$ cat src/rtl/maluma_pkg.sv
// Shared definitions for the mALUma issue queue: opcodes, flag layout,
// canonical NaN encodings and the issue FSM state type.
package maluma_pkg;

    localparam logic [2:0] OP_ADD = 3'b000;
    localparam logic [2:0] OP_SUB = 3'b001;
    localparam logic [2:0] OP_MUL = 3'b010;
    localparam logic [2:0] OP_DIV = 3'b011;

    localparam int FLAG_UNDERFLOW = 0;
    localparam int FLAG_OVERFLOW  = 1;
    localparam int FLAG_DIV_ZERO  = 2;
    localparam int FLAG_INVALID   = 3;
    localparam int FLAG_INEXACT   = 4;

    localparam logic [31:0] SP_QNAN = 32'h7FC0_0000;
    localparam logic [31:0] HP_QNAN = 32'h0000_7E00;

    // A hung ALU is reported as an invalid operation producing a quiet NaN.
    localparam logic [4:0] TIMEOUT_FLAGS = 5'(1 << FLAG_INVALID);

    typedef enum logic [1:0] {
        ST_IDLE  = 2'd0,
        ST_ISSUE = 2'd1,
        ST_WAIT  = 2'd2,
        ST_RESP  = 2'd3
    } state_t;

    function automatic logic [31:0] canon_nan(input logic mode_fp);
        return mode_fp ? SP_QNAN : HP_QNAN;
    endfunction

endpackage

$ cat src/rtl/maluma_cmd_fifo.sv
// Small synchronous show-ahead FIFO holding packed commands. Pointers carry
// an extra wrap bit so full and empty are distinguishable without a counter.
module maluma_cmd_fifo #(
    parameter int DEPTH = 4,
    parameter int W     = 8
) (
    input  logic         clk,
    input  logic         rst,
    input  logic         push,
    input  logic [W-1:0] push_data,
    input  logic         pop,
    output logic [W-1:0] head_data,
    output logic         empty,
    output logic         full
);
    localparam int AW = $clog2(DEPTH);

    logic [W-1:0] mem [DEPTH];
    logic [AW:0]  wr_ptr_reg;
    logic [AW:0]  rd_ptr_reg;
    logic         do_push;
    logic         do_pop;

    assign do_push   = push && !full;
    assign do_pop    = pop && !empty;
    assign empty     = (wr_ptr_reg == rd_ptr_reg);
    assign full      = (wr_ptr_reg[AW] != rd_ptr_reg[AW]) &&
                       (wr_ptr_reg[AW-1:0] == rd_ptr_reg[AW-1:0]);
    assign head_data = mem[rd_ptr_reg[AW-1:0]];

    // Storage write; contents need no reset because the pointers gate them.
    always_ff @(posedge clk) begin
        if (do_push) begin
            mem[wr_ptr_reg[AW-1:0]] <= push_data;
        end
    end

    // Pointer advance with synchronous reset discarding any queued entries.
    always_ff @(posedge clk) begin
        if (rst) begin
            wr_ptr_reg <= '0;
            rd_ptr_reg <= '0;
        end else begin
            if (do_push) wr_ptr_reg <= wr_ptr_reg + 1'b1;
            if (do_pop)  rd_ptr_reg <= rd_ptr_reg + 1'b1;
        end
    end

endmodule

$ cat src/rtl/maluma_issue_queue.sv
// Issue queue in front of the mALUma FP ALU: buffers commands, issues one at
// a time, returns tagged results with sticky exception flags and a watchdog.
module maluma_issue_queue
    import maluma_pkg::*;
#(
    parameter int DEPTH          = 4,
    parameter int TAG_W          = 4,
    parameter int TIMEOUT_CYCLES = 64
) (
    input  logic             clk,
    input  logic             rst,
    input  logic             cmd_valid,
    output logic             cmd_ready,
    input  logic [31:0]      cmd_a,
    input  logic [31:0]      cmd_b,
    input  logic [2:0]       cmd_op,
    input  logic             cmd_mode,
    input  logic             cmd_round,
    input  logic [TAG_W-1:0] cmd_tag,
    output logic             alu_start,
    output logic [31:0]      alu_op_a,
    output logic [31:0]      alu_op_b,
    output logic [2:0]       alu_op_code,
    output logic             alu_mode_fp,
    output logic             alu_round_mode,
    input  logic [31:0]      alu_result,
    input  logic             alu_valid_out,
    input  logic [4:0]       alu_flags,
    output logic             rsp_valid,
    input  logic             rsp_ready,
    output logic [31:0]      rsp_result,
    output logic [4:0]       rsp_flags,
    output logic [TAG_W-1:0] rsp_tag,
    output logic             rsp_timeout,
    output logic [4:0]       sticky_flags,
    input  logic             sticky_clr,
    output logic             busy
);
    localparam int CMD_W = TAG_W + 2 + 3 + 64;
    localparam int CNT_W = $clog2(TIMEOUT_CYCLES) + 1;

    logic [CMD_W-1:0] push_data;
    logic [CMD_W-1:0] head_data;
    logic             fifo_empty;
    logic             fifo_full;
    logic             fifo_pop;
    logic [31:0]      a_store;
    logic [31:0]      b_store;
    state_t           state_reg;
    state_t           state_next;
    logic [CNT_W-1:0] wait_cnt_reg;
    logic [TAG_W-1:0] tag_reg;
    logic             timed_out;
    logic             rsp_fire;

    // Half-precision operands live in the low half; the upper half is zeroed on entry.
    assign a_store   = cmd_mode ? cmd_a : {16'h0000, cmd_a[15:0]};
    assign b_store   = cmd_mode ? cmd_b : {16'h0000, cmd_b[15:0]};
    assign push_data = {cmd_tag, cmd_round, cmd_mode, cmd_op, b_store, a_store};

    assign cmd_ready = !fifo_full;
    assign fifo_pop  = (state_reg == ST_IDLE) && !fifo_empty;
    assign timed_out = (wait_cnt_reg == CNT_W'(TIMEOUT_CYCLES - 1));
    assign rsp_fire  = rsp_valid && rsp_ready;
    assign busy      = !fifo_empty || (state_reg != ST_IDLE);

    maluma_cmd_fifo #(
        .DEPTH (DEPTH),
        .W     (CMD_W)
    ) u_fifo (
        .clk       (clk),
        .rst       (rst),
        .push      (cmd_valid),
        .push_data (push_data),
        .pop       (fifo_pop),
        .head_data (head_data),
        .empty     (fifo_empty),
        .full      (fifo_full)
    );

    // State register.
    always_ff @(posedge clk) begin
        if (rst) state_reg <= ST_IDLE;
        else     state_reg <= state_next;
    end

    // Next-state selection; valid_out is only honoured once in WAIT.
    always_comb begin
        state_next = state_reg;
        case (state_reg)
            ST_IDLE:  if (!fifo_empty) state_next = ST_ISSUE;
            ST_ISSUE: state_next = ST_WAIT;
            ST_WAIT:  if (alu_valid_out || timed_out) state_next = ST_RESP;
            ST_RESP:  if (rsp_ready) state_next = ST_IDLE;
            default:  state_next = ST_IDLE;
        endcase
    end

    // Registered ALU drive, watchdog counter and response capture.
    always_ff @(posedge clk) begin
        if (rst) begin
            alu_start      <= 1'b0;
            alu_op_a       <= '0;
            alu_op_b       <= '0;
            alu_op_code    <= '0;
            alu_mode_fp    <= 1'b0;
            alu_round_mode <= 1'b0;
            tag_reg        <= '0;
            wait_cnt_reg   <= '0;
            rsp_valid      <= 1'b0;
            rsp_result     <= '0;
            rsp_flags      <= '0;
            rsp_tag        <= '0;
            rsp_timeout    <= 1'b0;
        end else begin
            alu_start <= 1'b0;
            case (state_reg)
                ST_IDLE: begin
                    if (!fifo_empty) begin
                        alu_op_a       <= head_data[31:0];
                        alu_op_b       <= head_data[63:32];
                        alu_op_code    <= head_data[66:64];
                        alu_mode_fp    <= head_data[67];
                        alu_round_mode <= head_data[68];
                        tag_reg        <= head_data[CMD_W-1:69];
                        alu_start      <= 1'b1;
                    end
                end
                ST_ISSUE: wait_cnt_reg <= '0;
                ST_WAIT: begin
                    if (alu_valid_out) begin
                        rsp_result  <= alu_mode_fp ? alu_result : {16'h0000, alu_result[15:0]};
                        rsp_flags   <= alu_flags;
                        rsp_tag     <= tag_reg;
                        rsp_timeout <= 1'b0;
                        rsp_valid   <= 1'b1;
                    end else if (timed_out) begin
                        rsp_result  <= canon_nan(alu_mode_fp);
                        rsp_flags   <= TIMEOUT_FLAGS;
                        rsp_tag     <= tag_reg;
                        rsp_timeout <= 1'b1;
                        rsp_valid   <= 1'b1;
                    end else begin
                        wait_cnt_reg <= wait_cnt_reg + CNT_W'(1);
                    end
                end
                ST_RESP: if (rsp_ready) rsp_valid <= 1'b0;
                default: ;
            endcase
        end
    end

    // Sticky exception flags; a clear coinciding with a handshake keeps that response's flags.
    always_ff @(posedge clk) begin
        if (rst)                       sticky_flags <= '0;
        else if (rsp_fire && sticky_clr) sticky_flags <= rsp_flags;
        else if (rsp_fire)             sticky_flags <= sticky_flags | rsp_flags;
        else if (sticky_clr)           sticky_flags <= '0;
    end

endmodule

$ cat config.mk
export PLATFORM = sky130hd
export DESIGN_NAME = maluma_issue_queue
export DESIGN_NICKNAME = d
export VERILOG_FILES = /design/src/rtl/maluma_pkg.sv /design/src/rtl/maluma_cmd_fifo.sv /design/src/rtl/maluma_issue_queue.sv
export SDC_FILE = /design/constraint.sdc
export NUM_CORES = 1
export LEC_CHECK = 0
export ABC_AREA = 1
export CORE_MARGIN = 4
export CORE_UTILIZATION = 55
export CTS_CLUSTER_SIZE = 28
export DETAILED_ROUTE_END_ITERATION = 7
export GPL_TIMING_DRIVEN = 0
export PLACE_DENSITY = 0.89
export SYNTH_ARGS = -nofsm -noshare
export SYNTH_HDL_FRONTEND = slang
export SYNTH_HIERARCHICAL = 1
export SYNTH_SLANG_ARGS = --single-unit
$ cat constraint.sdc
create_clock -name clk -period 11.21 [get_ports clk]
set_input_delay 2.242 -clock clk [delete_from_list [all_inputs] [get_ports clk]]
set_output_delay 2.242 -clock clk [all_outputs]
set_load 0.02 [all_outputs]
# Word-level counts from Yosys, hierarchy flattened

Memory sizes are Yosys's and may differ from the RTL's. A register that Yosys moved wholly into a read port is not among the register bits.
Cells that the tools add are included.

Add/sub/neg operators: 3
Eq/ne operators: 13
Multiplexer cells: 28
Bitwise logic cells: 3
Reduce and logical (&&, ||, !) cells: 22

Operator list:

| cell                                           | number |
|---|---|
| two-way mux 32 bit                             | 5 |
| two-way mux 31 bit                             | 1 |
| two-way mux 5 bit                              | 5 |
| two-way mux 7 bit                              | 2 |
| case mux 7 bit (2 select lines)                | 1 |
| inequality test 2 bit (second input constant)  | 5 |
| AND reduction 3 bit                            | 3 |
| two-way mux 4 bit                              | 2 |
| case mux 2 bit (4 select lines)                | 1 |
| nonzero test 2 bit                             | 4 |
| adder 7 x 1 -> 7 bit (second input constant)   | 1 |
| == test 7 x 6 -> 1 bit (second input constant) | 1 |
| two-way mux 1 bit                              | 7 |
| adder 3 x 1 -> 3 bit (second input constant)   | 2 |
| logical AND 1 bit                              | 6 |
| two-way mux 2 bit                              | 3 |
| OR 5 bit                                       | 1 |
| == test 2 bit (second input constant)          | 2 |
| AND reduction 2 bit                            | 2 |
| == test 3 bit                                  | 1 |
| inequality test 3 bit (second input constant)  | 1 |
| nonzero test 3 bit                             | 1 |
| == test 2 x 1 -> 1 bit (second input constant) | 1 |
| == test 2 bit                                  | 1 |
| 7 further kinds                                | 10 |

Register bits: 64
Bits in writable memories: 292
Input port bits: 116
Output and inout bits: 120
Word-level logic and storage cells: 81
Memories: 1

Memory list:

| memory     | depth | width | read ports | clocked after memory_dff | wr ports | line                  | source |
|---|---|---|---|---|---|---|---|
| u_fifo.mem | 4     | 73    | 1          | 1                        | 1        | maluma_cmd_fifo.sv:18 | `logic [W-1:0] mem [DEPTH];` |

# Logic depth before layout (Yosys ltp)

Gate-level depths: netlist (run 1).

Depth in word-level cells: 6
Depth in mapped cells: 13
Mapped depth without buffers: 11

# Hierarchy

The synthesis (run 1) kept the hierarchy.

Modules (own cells, without submodules):

| module             | instances | cells each | area an instance (um2) | seq. area each (um2) |
|---|---|---|---|---|
| maluma_cmd_fifo    | 1         | 782        | 11,317.1               | 8,928.6 |
| maluma_issue_queue | 1         | 737        | 5,232.5                | 2,622.5 |

# Worst setup path after synthesis (run 1)

No wires, ideal clock.

Path type: input-to-reg
Start: input cmd_valid
End: memory u_fifo/mem[0][0] (netlist name), enable pin
Setup time: 0.504 ns
Data arrival time: 5.370 ns
Data required time: 10.706 ns
Setup slack: 5.335 ns
Stages on the path: 2
Path buffers: 0
Cell sequence: nand2_1 > nor2_1

Cells in the longest elaborated chain, start to end: 3

RTL lines:

| element                                 | line                     | source |
|---|---|---|
| from (decl)                             | maluma_issue_queue.sv:12 | `input logic cmd_valid,` |
| logical AND 1 bit                       | maluma_cmd_fifo.sv:24    | `assign do_push = push && !full;` |
| two-way mux 1 bit                       | maluma_cmd_fifo.sv:33    | `if (do_push) begin` |
| two-way mux 1 bit (implied by the code) | maluma_cmd_fifo.sv:34    | `mem[wr_ptr_reg[AW-1:0]] <= push_data;` |
| to (decl)                               | maluma_cmd_fifo.sv:18    |  |

No other way between the ends.

# Worst setup path after layout (run 1)

Start: register u_fifo.wr_ptr_reg[0]
End: output busy

Cells in the longest elaborated chain, start to end: 3

RTL lines:

| element                | line                     | source |
|---|---|---|
| from (decl)            | maluma_cmd_fifo.sv:19    | `logic [AW:0] wr_ptr_reg;` |
| from (signal assigned) | maluma_cmd_fifo.sv:44    | `if (do_push) wr_ptr_reg <= wr_ptr_reg + 1'b1;` |
| == test 3 bit          | maluma_cmd_fifo.sv:26    | `assign empty = (wr_ptr_reg == rd_ptr_reg);` |
| via fifo_empty         | maluma_issue_queue.sv:44 | `logic fifo_empty;` |
| zero test 1 bit        | maluma_issue_queue.sv:65 | `assign busy = !fifo_empty \|\| (state_reg != ST_IDLE);` |
| logical OR 1 bit       | maluma_issue_queue.sv:65 |  |
| to (decl)              | maluma_issue_queue.sv:37 | `output logic busy` |

The timed path passes the listed nets, and every way through them passes these cells.

==> Flow_metrics.wiki, run 1 <==
{| class="wikitable"
! Metric !! Value
|-
| Vias in the first global route || ~13,000
|-
| Final std cell area, no fill || between 0.02 and 0.025 mm²
|-
| DP HPWL || 28,100 µm
|-
| Vias per cell || 5.642
|-
| Global route total overflow || 0
|-
| Post-cts hold buffer count || 0
|-
| Kind of capture point of the worst setup path || output pin
|-
| Buffers inserted by post-CTS timing repair || 0
|-
| Final setup margin || 6.623 ns
|-
| Die Outline Area || between 0.03 and 0.04 mm²
|-
| Critical setup path kind || register to output pin
|-
| Total via count after detailed routing || 12,610
|-
| Number of I/O pins || 236
|-
| Power Total || 5.228 mW
|-
| Height of the die || 181.5 µm
|-
| Placed Cells incl. Taps || 2,150
|-
| Number of instances on the worst hold path || 2
|-
| Number of CTS-inserted buffers || 42
|-
| Total negative setup slack || 0 ns
|-
| Top delay family on crit path || buffers and inverters
|-
| Area of all sequential standard cells || 0.01155 mm²
|-
| Synthesis Warnings || 6
|-
| Data required, critical path || 8.97 ns
|-
| First-pass detailed-route iteration total || 6
|-
| Reg2Reg Depth || 13
|-
| CP Max Fanout || 7
|-
| Critical path cell sequence || inv_1, nand2_1, nand2_1, nand3_1, inv_1, nand2_1, clkdlybuf4s50_1
|-
| Crit path time final || 4.587 ns
|-
| Slew @ Worst Pin || 0.9665 ns
|-
| VDD IR max || ~0.15 mV
|-
| Port Buffer Count || 234
|-
| Number of nets still failing antenna checks after routing || 0
|-
| Clock tree from TritonCTS || yes
|-
| Leakage Power || 7.793 nW
|-
| Syn avg cell area || 10.90 µm²
|-
| Layout fillers || 1,921
|-
| Initial antenna violation count || 6
|-
| Most Frequent Cell on Critical Path || nand2_1
|-
| Net count after synthesis || 1,646
|-
| Buffer and inverter count on the worst path || 3
|-
| All-Layer GR Usage || 0.2565
|-
| PD cells || 248.7 mW/mm²
|-
| Share of the cycle needed by the critical path after routing || 0.4092
|-
| Final number of max-transition violations || 0
|-
| Max-Cap Viols || 0
|-
| Area of the multi-input gates || about 0.0042 mm²
|-
| Number of synthesized flops with an enable pin || 292
|-
| Type of element launching the critical path || register
|-
| Max_slew headroom || 0.3541
|-
| Count of standard-cell rows || 63
|-
| Core footprint || 0.02964 mm²
|-
| Count of state elements after synthesis || ~430
|-
| Post-cts gate resize count || 0
|-
| Root Driver || clkbuf_16
|-
| Wirelength per Cell || 19.73 µm
|-
| Final GP Congestion || roughly 0.9
|-
| Count of unique library cells instantiated by Yosys || 27
|-
| Fraction of final layout cells sized beyond drive strength 1 || 0.07835
|-
| Number of violations reported at the end of detailed-routing iteration 0 || 1,519
|-
| Layout Skew || 0.01200 ns
|-
| Number of nets in the final layout || 1,931
|-
| Largest net degree at the start of global routing || 48
|-
| Critical path data arrival time || ~2.3 ns
|-
| Worst Hold Margin || 0.4461 ns
|-
| Total detailed-routing wirelength || ~44,000 µm
|-
| Slowest cell delay on critical path || 0.63 ns
|-
| Clk slew on worst S/H paths || 0.06 ns
|-
| Status || finished clean
|-
| Effective utilization at floorplan || 0.5584
|-
| Total clock sinks || 431
|-
| Instance count of the mapped netlist || about 1,500
|-
| Fmax || 218.0 MHz
|-
| Sequential element share of the synthesized area || 0.6980
|-
| Most frequently used flop master after synthesis || edfxtp_1
|-
| Post-synth ARST share || 0
|-
| Min-Delay Path Class || register to register
|-
| Hold Vio Cnt, Final || 0
|-
| RSZ-0062 raised after global routing || false
|-
| Max FFs per register || 292
|-
| Count of final setup violators || 0
|-
| Post-route insts no fill || ~2,200
|-
| Clock Path Buffers || 3
|-
| DRC Markers || 0
|-
| H-tree depth || 2
|-
| Clock latency of the later-clocked register in the worst-skew pair || between 0.5 and 0.6 ns
|-
| Final core utilization || 0.7092
|-
| Number of logic stages on the critical path including buffering || 7
|-
| Post-placement worst setup slack || 6.748 ns
|-
| Post-synthesis instance area || 0.01655 mm²
|-
| Width of the die || 181.5 µm
|-
| Area of placed instances || 0.01956 mm²
|-
| Cell with the largest stage delay on the worst path || clkdlybuf4s50_1
|-
| Area added between synthesis and finish || 27.01%
|-
| Global-route wire length before repair || 67,310 µm
|}
[power breakdown]
part | total, mW | internal (mW) | switching, mW
registers | 1.97 | 1.89 | 0.0878
logic | 1.81 | 0.630 | 1.18
clock network | 1.45 | 0.856 | 0.590
total | 5.23 | 3.37 | 1.86
[worst reg2reg max path, cell delays in order, from the launching register on]
cell and delay, ns:
dfxtp_1 0.43, inv_1 0.12, nand2_1 0.08, nand2_1 0.07
nand3_1 0.22, inv_1 0.17, nor2_4 0.45, buf_2 0.29
buf_2 0.37, nand2_1 0.12, inv_1 0.09, nand3_1 0.08
nand2_1 0.08, nor2_1 0.04
[layout make-up]
cell class,count,area share
Clock buffer,55,0.05727
Inverter,81,0.01470
Clock inverter,23,0.01143
Timing Repair Buffer,241,0.1188
Antenna cell,6,0.0007143
Multi-Input combinational cell,920,0.2000
Buffer,87,0.02435
Tap cell,390,0.02322
Sequential cell,431,0.5496
[synthesized netlist by cell type (11+ instances only)]
| cell | number | area (µm²) |
|---|---|---|
| buf_4 | 11 | 82.58 |
| dfxtp_1 | 139 | 2783 |
| o21ai_1 | 69 | 345.3 |
| ha_1 | 11 | 137.6 |
| nor2_1 | 340 | 1276 |
| inv_1 | 74 | 277.8 |
| nand3_1 | 22 | 110.1 |
| o22ai_1 | 73 | 456.7 |
| clkbuf_1 | 38 | 142.6 |
| nand2_1 | 174 | 653.1 |
| buf_2 | 14 | 70.07 |
| o21ai_0 | 164 | 820.8 |
| buf_6 | 16 | 180.2 |
| a21oi_1 | 51 | 255.2 |
| edfxtp_1 | 292 | 8768 |
[per-layer routing]
layer,GRT usage,vias to the layer above,wire length [µm]
met4,0.1144,2,1749
met1,0.3180,5933,16350
met5,0,-,13
met3,0.04427,116,4023
met2,0.4435,760,21940
li1,-,5794,-
[final timing paths]
check | to | from | slack (ns)
min reg2reg | rsp_timeout | rsp_timeout | 0.45
min | rsp_timeout | rsp_timeout | 0.45
max reg2reg | u_fifo/rd_ptr_reg[2] | u_fifo/wr_ptr_reg[0] | 8.49
max | busy | u_fifo/wr_ptr_reg[0] | 6.62
[logic make-up (layout without fill, tap and decap cells)]
kind of cell / count (synthesis) / in the layout / synth area share
flops: 431 / 431 / 0.6980
buf+inv: 168 / 487 / 0.04944
other cells: 0 / 6 / 0
simple gates: 551 / 551 / 0.1303
fa+ha+maj: 11 / 11 / 0.008316
compound gates: 358 / 358 / 0.1139
[placed cells by master, fill, tap and decap left out, drive strengths merged]
master         count
buf               51
a21boi             1
ha                11
diode              6
inv               83
nand4              2
edfxtp           292
clkdlybuf4s50    234
clkbuf            98
nor2             345
dfxtp            139
bufinv             4
o22ai             73
clkinvlp           3
a21oi             51
nand2            181
clkinv            14
nand3             23
o21ai            233
Power figures use the tool's default switching activity.
==> inputs of run 2 (changes only) <==
CORE_UTILIZATION = 54   (was 55)
PLACE_DENSITY = 0.88   (was 0.89)
clock period = 4.5 ns   (was 11.21 ns; I/O delays follow)
==> run 2 against run 1 <==
Compared with the run above: clock skew up 0.0042 ns; core utilization shrank 1.1 points; global-route usage fell by 0.91 points; flip-flop and latch count is the same; register-to-register slack got worse by 6.7 ns; clock-buffer cell count shrank 1; die area up 1.8%; first-iteration DRC count shrank 25%.
==> Flow_metrics.wiki, run 2 (same netlist as run 1, synthesis figures left out) <==
{| class="wikitable"
! Metric !! Value
|-
| Total detailed-routing wirelength || 42,940 µm (-2.6%)
|-
| Vias per cell || 5.666 (+0.43%)
|-
| Root Driver || clkbuf_16
|-
| Terminus of the critical flop-to-flop path || u_fifo/rd_ptr_reg[2]
|-
| PD cells || 602.6 mW/mm² (+140%)
|-
| Clock Path Buffers || 3 (unchanged)
|-
| Area of placed instances || 0.01963 mm² (+0.36%)
|-
| Initial antenna violation count || 2 (-4)
|-
| Clk slew on worst S/H paths || 0.06 ns (about the same)
|-
| Switching power || 4.488 mW (+140%)
|-
| Global route total overflow || 0 (unchanged)
|-
| VDD IR max || 0.4001 mV (+170%)
|-
| RSZ-0062 raised after global routing || false
|-
| Post-cts hold buffer count || 0 (unchanged)
|-
| Fraction of power consumed by sequential logic || 0.390 (+0.013)
|-
| Type of element launching the critical path || register
|-
| Core footprint || 0.02995 mm² (+1.1%)
|-
| Port Buffer Count || 234 (unchanged)
|-
| Fraction of final layout cells sized beyond drive strength 1 || 0.07508 (-0.003264)
|-
| Max FFs per register || 292 (unchanged)
|-
| Die Outline Area || 0.03351 mm² (+1.8%)
|-
| Number of violations reported at the end of detailed-routing iteration 0 || 1,139 (-25%)
|-
| Buffers inserted by post-CTS timing repair || 0 (unchanged)
|-
| Total via count after detailed routing || 12,640 (+0.25%)
|-
| First-pass detailed-route iteration total || 6 (unchanged)
|-
| Critical path data arrival time || 2.37 ns (+0.03 ns)
|-
| Kind of capture point of the worst setup path || output pin
|-
| Setup slack, reg-to-reg || 1.79 ns (-6.70 ns)
|-
| Final GP Congestion || 0.8714 (-0.88%)
|-
| Final core utilization || 0.6980 (-0.01114)
|-
| Sw frac || 0.3562 (+0.0009816)
|-
| Fmax || around 310 MHz
|-
| Slew @ Worst Pin || 1.014 ns (+0.04732 ns)
|-
| Max_slew headroom || 0.3225 (-0.03162)
|-
| Most frequent standard cell in the layout excluding fill and tap cells || nor2_1
|-
| Count of final setup violators || 0 (unchanged)
|-
| Layout Skew || 0.01620 ns (+0.004197 ns)
|-
| DRC Markers || 0 (unchanged)
|-
| Hold-critical path endpoint || rsp_result[7]
|-
| Global-route wire length before repair || 66,130 µm (-1.8%)
|-
| Total negative setup slack || 0 ns (unchanged)
|-
| Hold Vio Cnt, Final || 0 (unchanged)
|-
| Number of instances on the worst hold path || 2 (unchanged)
|-
| Number of I/O pins || 236 (unchanged)
|-
| Clock tree from TritonCTS || yes
|-
| Final std cell area, no fill || 0.02091 mm² (-0.52%)
|-
| Largest net degree at the start of global routing || 52 (+8.3%)
|-
| Share of the cycle needed by the critical path after routing || 0.7263
|-
| Total clock sinks || 431 (unchanged)
|-
| Worst r2r src || u_fifo/wr_ptr_reg[1]
|-
| Post-cts gate resize count || 0 (unchanged)
|-
| Max-Cap Viols || 0 (unchanged)
|-
| H-tree depth || 2 (unchanged)
|-
| DP HPWL || 28,390 µm (+1.1%)
|-
| Wirelength per Cell || 19.26 µm (-2.4%)
|-
| Status || finished clean
|-
| Vias in the first global route || 12,540 (-1.3%)
|-
| All-Layer GR Usage || 0.2474 (-0.009096)
|-
| Number of nets in the final layout || 1,932 (+0.052%)
|-
| Height of the die || 183.1 µm (+0.88%)
|-
| Min-delay src || rsp_result[7]
|-
| Number of nets still failing antenna checks after routing || 0 (unchanged)
|-
| Min-Delay Path Class || register to register
|-
| Clock latency of the later-clocked register in the worst-skew pair || 0.54 ns (about the same)
|-
| Most used cells in the layout excluding fill and tap cells || nor2_1, edfxtp_1, clkdlybuf4s50_1
|-
| Number of CTS-inserted buffers || 41 (-2.4%)
|-
| Combinational Power Share || 0.353 (+0.007)
|-
| Critical setup path kind || register to output pin
|-
| Internal Pwr Total || 8.112 mW (+140%)
|-
| Area added between synthesis and finish || 26.34%
|-
| Width of the die || 183.1 µm (+0.88%)
|-
| CP Max Fanout || 7 (unchanged)
|-
| Crit path time final || 3.268 ns
|-
| Reg2Reg Depth || 13 (unchanged)
|-
| Worst Hold Margin || 0.4628 ns (+0.01672 ns)
|-
| Data required, critical path || 3.60 ns (-5.37 ns)
|-
| Leakage Power || 7.747 nW (-0.58%)
|-
| Effective utilization at floorplan || 0.5525 (-0.005878)
|-
| Count of standard-cell rows || 63 (unchanged)
|-
| Final number of max-transition violations || 0 (unchanged)
|-
| Clk pwr share || 0.257 (-0.020)
|}
run 2: cell types whose count changed in the layout (fill, tap and decap cells not counted), moves of 2 or more:
cell,delta
buf_16,+4
clkbuf_1,+4
diode_2,-4
bufinv_16,-3
clkbuf_8,-3
buf_12,-2
clkbuf_16,-2
clkinv_1,+2
clkinvlp_4,-2
run 2: layer usage:
| metal | share of wire | up-vias | GRT usage |
|---|---|---|---|
| met5 | 0 | - | 0 |
| met4 | 0.035 | 0 | 0.09416 |
| met2 | 0.49 | 736 | 0.4250 |
| li1 | - | 5798 | - |
| met3 | 0.098 | 112 | 0.04304 |
| met1 | 0.37 | 5990 | 0.3166 |
run 2: through the flow:
stage / worst slack [ns] / instances / power, mW
finish: 1.232 / 2230 / 12.60
global route: 1.117 / 2230 / 13.23
CTS: 1.237 / 2228 / 12.60
detailed placement: 1.180 / 2152 / 9.335
global placement: -2.893 / 2143 / 9.163
floorplan: -0.03275 / 1519 / 7.591
run 2: worst max-delay path by stage:
stage                                     from           endpoint  slack, ns  cells past startpoint
after floorplan                      cmd_valid   u_fifo/mem[0][0]      -0.03                      2
after global placement               cmd_valid  u_fifo/mem[0][55]      -2.89                      3
after detailed placement             cmd_valid  u_fifo/mem[0][55]       1.18                      6
after CTS                 u_fifo/wr_ptr_reg[1]               busy       1.24                      7
after global routing      u_fifo/wr_ptr_reg[1]               busy       1.12                      7
final                     u_fifo/wr_ptr_reg[1]               busy       1.23                      7
run 2: power by group through the flow:
stage                     Combinational, mW  Sequential, mW  Clock [mW]
after floorplan                        2.31            5.28           0
after global placement                 4.17            4.99           0
after detailed placement               4.35            4.98           0
after CTS                              4.40            4.91        3.28
after global routing                   4.81            4.95        3.47
final                                  4.44            4.91        3.24
run 2: critical path: stages, from the launching register on:
cell             delay [ns]
dfxtp_1                0.43
inv_1                  0.11
nand2_1                0.07
nand2_1                0.07
nand3_1                0.26
inv_1                  0.17
nand2_1                0.09
clkdlybuf4s50_1        0.63
run 2: final cells by class:
cell class / instances / area (µm²)
inverters: 81 / 309.0
diodes: 2 / 5.005
plain buffers: 87 / 511.7
flip-flops and latches: 431 / 11550
well taps: 390 / 488.0
fillers: 1976 / 9045
clock buffers: 54 / 1127
clock inverters: 22 / 146.4
repair buffers: 243 / 2567
multi-input cells: 920 / 4203
==> inputs of run 3 (changes only) <==
clock period = 3.1 ns   (was 4.5 ns; I/O delays follow)
==> run 3 against run 2 <==
Compared with the run above: register-to-register slack got worse by 1.4 ns; hold slack got worse by 0.0024 ns; cell area about the same; cell count about the same; critical endpoint unchanged; routed wire length decreased by 2.3%; clock skew increased by 0.0019 ns; core utilization about the same; global-route usage decreased by 0.40 points; largest cell class unchanged; clock power increased by 48%; non-clock buffer count decreased by 1; combinational power increased by 44%; setup slack got worse by 1.0 ns.
==> Flow_metrics.wiki, run 3 (same netlist as run 1, synthesis figures left out) <==
{| class="wikitable"
! Metric !! Value
|-
| Post-route insts no fill || 2,229 (-0.045%)
|-
| Most used cells in the layout excluding fill and tap cells || nor2_1, edfxtp_1, clkdlybuf4s50_1
|-
| Total via count after detailed routing || 12,390 (-1.9%)
|-
| Critical path cell sequence || inv_1, nand2_1, nand2_1, nand3_1, inv_1, nand2_1, clkdlybuf4s50_1
|-
| Number of CTS-inserted buffers || 41 (unchanged)
|-
| RSZ-0062 raised after global routing || false
|-
| Hold Vio Cnt, Final || 0 (unchanged)
|-
| Largest net degree at the start of global routing || 54 (+3.8%)
|-
| Max FFs per register || 292 (unchanged)
|-
| Effective utilization at floorplan || 0.5525 (unchanged)
|-
| Type of element launching the critical path || register
|-
| Vias per cell || 5.559 (-1.9%)
|-
| Slowest cell delay on critical path || 0.64 ns (about the same)
|-
| Leakage Power || 7.746 nW (about the same)
|-
| Clk slew on worst S/H paths || 0.06 ns (about the same)
|-
| VDD IR max || 0.4733 mV (+18%)
|-
| Reg2Reg Depth || 10 (-3)
|-
| Global route total overflow || 0 (unchanged)
|-
| Count of standard-cell rows || 63 (unchanged)
|-
| Width of the die || 183.1 µm (unchanged)
|-
| Most frequent standard cell in the layout excluding fill and tap cells || nor2_1
|-
| Number of violations reported at the end of detailed-routing iteration 0 || 1,084 (-4.8%)
|-
| Status || finished clean
|-
| Vias in the first global route || 12,270 (-2.2%)
|-
| Buffers inserted by post-CTS timing repair || 0 (unchanged)
|-
| Die Outline Area || 0.03351 mm² (unchanged)
|-
| Clock latency of the later-clocked register in the worst-skew pair || 0.53 ns (about the same)
|-
| Final core utilization || 0.6976 (about the same)
|-
| Total detailed-routing wirelength || 41,960 µm (-2.3%)
|-
| Final setup margin || 0.1841 ns (-1.047 ns)
|-
| DP HPWL || 27,690 µm (-2.5%)
|-
| Worst r2r src || u_fifo/wr_ptr_reg[0]
|-
| Slew @ Worst Pin || 0.8117 ns (-0.2022 ns)
|-
| Final GP Congestion || 0.8542 (-2.0%)
|-
| H-tree depth || 2 (unchanged)
|-
| DRC Markers || 0 (unchanged)
|-
| Terminus of the critical flop-to-flop path || alu_op_b[30]
|-
| Critical setup path kind || register to output pin
|-
| Clock tree from TritonCTS || yes
|-
| Max_slew headroom || 0.4576 (+0.1351)
|-
| Fmax || 343.0 MHz
|-
| Port Buffer Count || 234 (unchanged)
|-
| Kind of capture point of the worst setup path || output pin
|-
| Count of final setup violators || 0 (unchanged)
|-
| Setup slack, reg-to-reg || 0.44 ns (-1.35 ns)
|-
| Post-placement worst setup slack || 0.1403 ns (-1.039 ns)
|-
| CP Max Fanout || 7 (unchanged)
|-
| Clock Path Buffers || 3 (unchanged)
|-
| Critical path data arrival time || 2.30 ns (-0.07 ns)
|-
| Post-cts hold buffer count || 0 (unchanged)
|-
| Cell with the largest stage delay on the worst path || clkdlybuf4s50_1
|-
| Post-cts gate resize count || 0 (unchanged)
|-
| First-pass detailed-route iteration total || 5 (-1)
|-
| Data required, critical path || 2.48 ns (-1.12 ns)
|-
| Most Frequent Cell on Critical Path || nand2_1
|-
| Core footprint || 0.02995 mm² (unchanged)
|-
| Area added between synthesis and finish || 26.26% (about the same)
|-
| All-Layer GR Usage || 0.2434 (-0.004041)
|-
| Global-route wire length before repair || 64,630 µm (-2.3%)
|-
| Number of nets still failing antenna checks after routing || 0 (unchanged)
|-
| Placed Cells incl. Taps || 2,151 (-0.046%)
|-
| Root Driver || clkbuf_16
|-
| Layout Skew || 0.01806 ns (+0.001861 ns)
|-
| Min-delay src || rsp_result[5]
|-
| Hold-critical path endpoint || rsp_result[5]
|-
| Total negative setup slack || 0 ns (unchanged)
|-
| Number of instances on the worst hold path || 2 (unchanged)
|-
| Total clock sinks || 431 (unchanged)
|-
| Height of the die || 183.1 µm (unchanged)
|-
| Max-Cap Viols || 0 (unchanged)
|-
| Wirelength per Cell || 18.83 µm (-2.2%)
|-
| Crit path time final || a little under 3 ns
|-
| Number of nets in the final layout || 1,931 (-0.052%)
|-
| Share of the cycle needed by the critical path after routing || 0.9406
|-
| Initial antenna violation count || 2 (unchanged)
|-
| Final number of max-transition violations || 0 (unchanged)
|-
| PD cells || 875.9 mW/mm² (+45%)
|-
| Number of I/O pins || 236 (unchanged)
|-
| Min-Delay Path Class || register to register
|-
| Fraction of final layout cells sized beyond drive strength 1 || 0.07676 (+0.001674)
|}
[run 3: layout make-up]
type | instances | area (µm²)
Fill cell | 2007 | 9057
Timing Repair Buffer | 242 | 2525
Multi-Input combinational cell | 920 | 4203
Inverter | 81 | 309.0
Sequential cell | 431 | 11550
Antenna cell | 2 | 5.005
Buffer | 87 | 511.7
Tap cell | 390 | 488.0
Clock inverter | 18 | 121.4
Clock buffer | 58 | 1182
[run 3: worst max path at each step]
stage,from,endpoint,depth (start not counted)
after floorplan,u_fifo/wr_ptr_reg[0],u_fifo/mem[0][0],6
final,u_fifo/wr_ptr_reg[0],busy,7
after detailed placement,cmd_valid,u_fifo/mem[0][55],5
after global placement,cmd_valid,u_fifo/mem[0][55],3
after global routing,u_fifo/wr_ptr_reg[0],busy,7
after CTS,u_fifo/wr_ptr_reg[1],busy,7
[run 3: metal layers]
metal	GRT usage	wire length, µm	part of all wire
met1	0.3001	15800	0.38
met3	0.05018	3873	0.092
met4	0.09535	1539	0.037
met5	0	0	0
met2	0.4232	20750	0.49
[run 3: critical path: cells and delay by family, from the launching register on]
family	cells	cell delay, ns
buf+inv	3	0.91
flops	1	0.42
simple gates	4	0.43
[run 3: report_power, final]
| part | internal, mW | switching [mW] | leakage, nW | total (mW) |
|---|---|---|---|---|
| clock network | 2.75 | 2.04 | 0.647 | 4.79 |
| logic | 2.28 | 4.11 | 3.25 | 6.39 |
| registers | 6.82 | 0.309 | 3.84 | 7.12 |
[run 3: per-stage QoR]
| stage | hold slack [ns] | cell area, µm² | power (mW) |
|---|---|---|---|
| final | 0.4603 | 20900 | 18.30 |
| after floorplan | 0.4291 | 16560 | 11.01 |
| after CTS | 0.4618 | 20890 | 18.34 |
| after global routing | 0.4798 | 20900 | 19.28 |
| after detailed placement | 0.4532 | 19590 | 13.51 |
| after global placement | 0.4429 | 19390 | 13.29 |
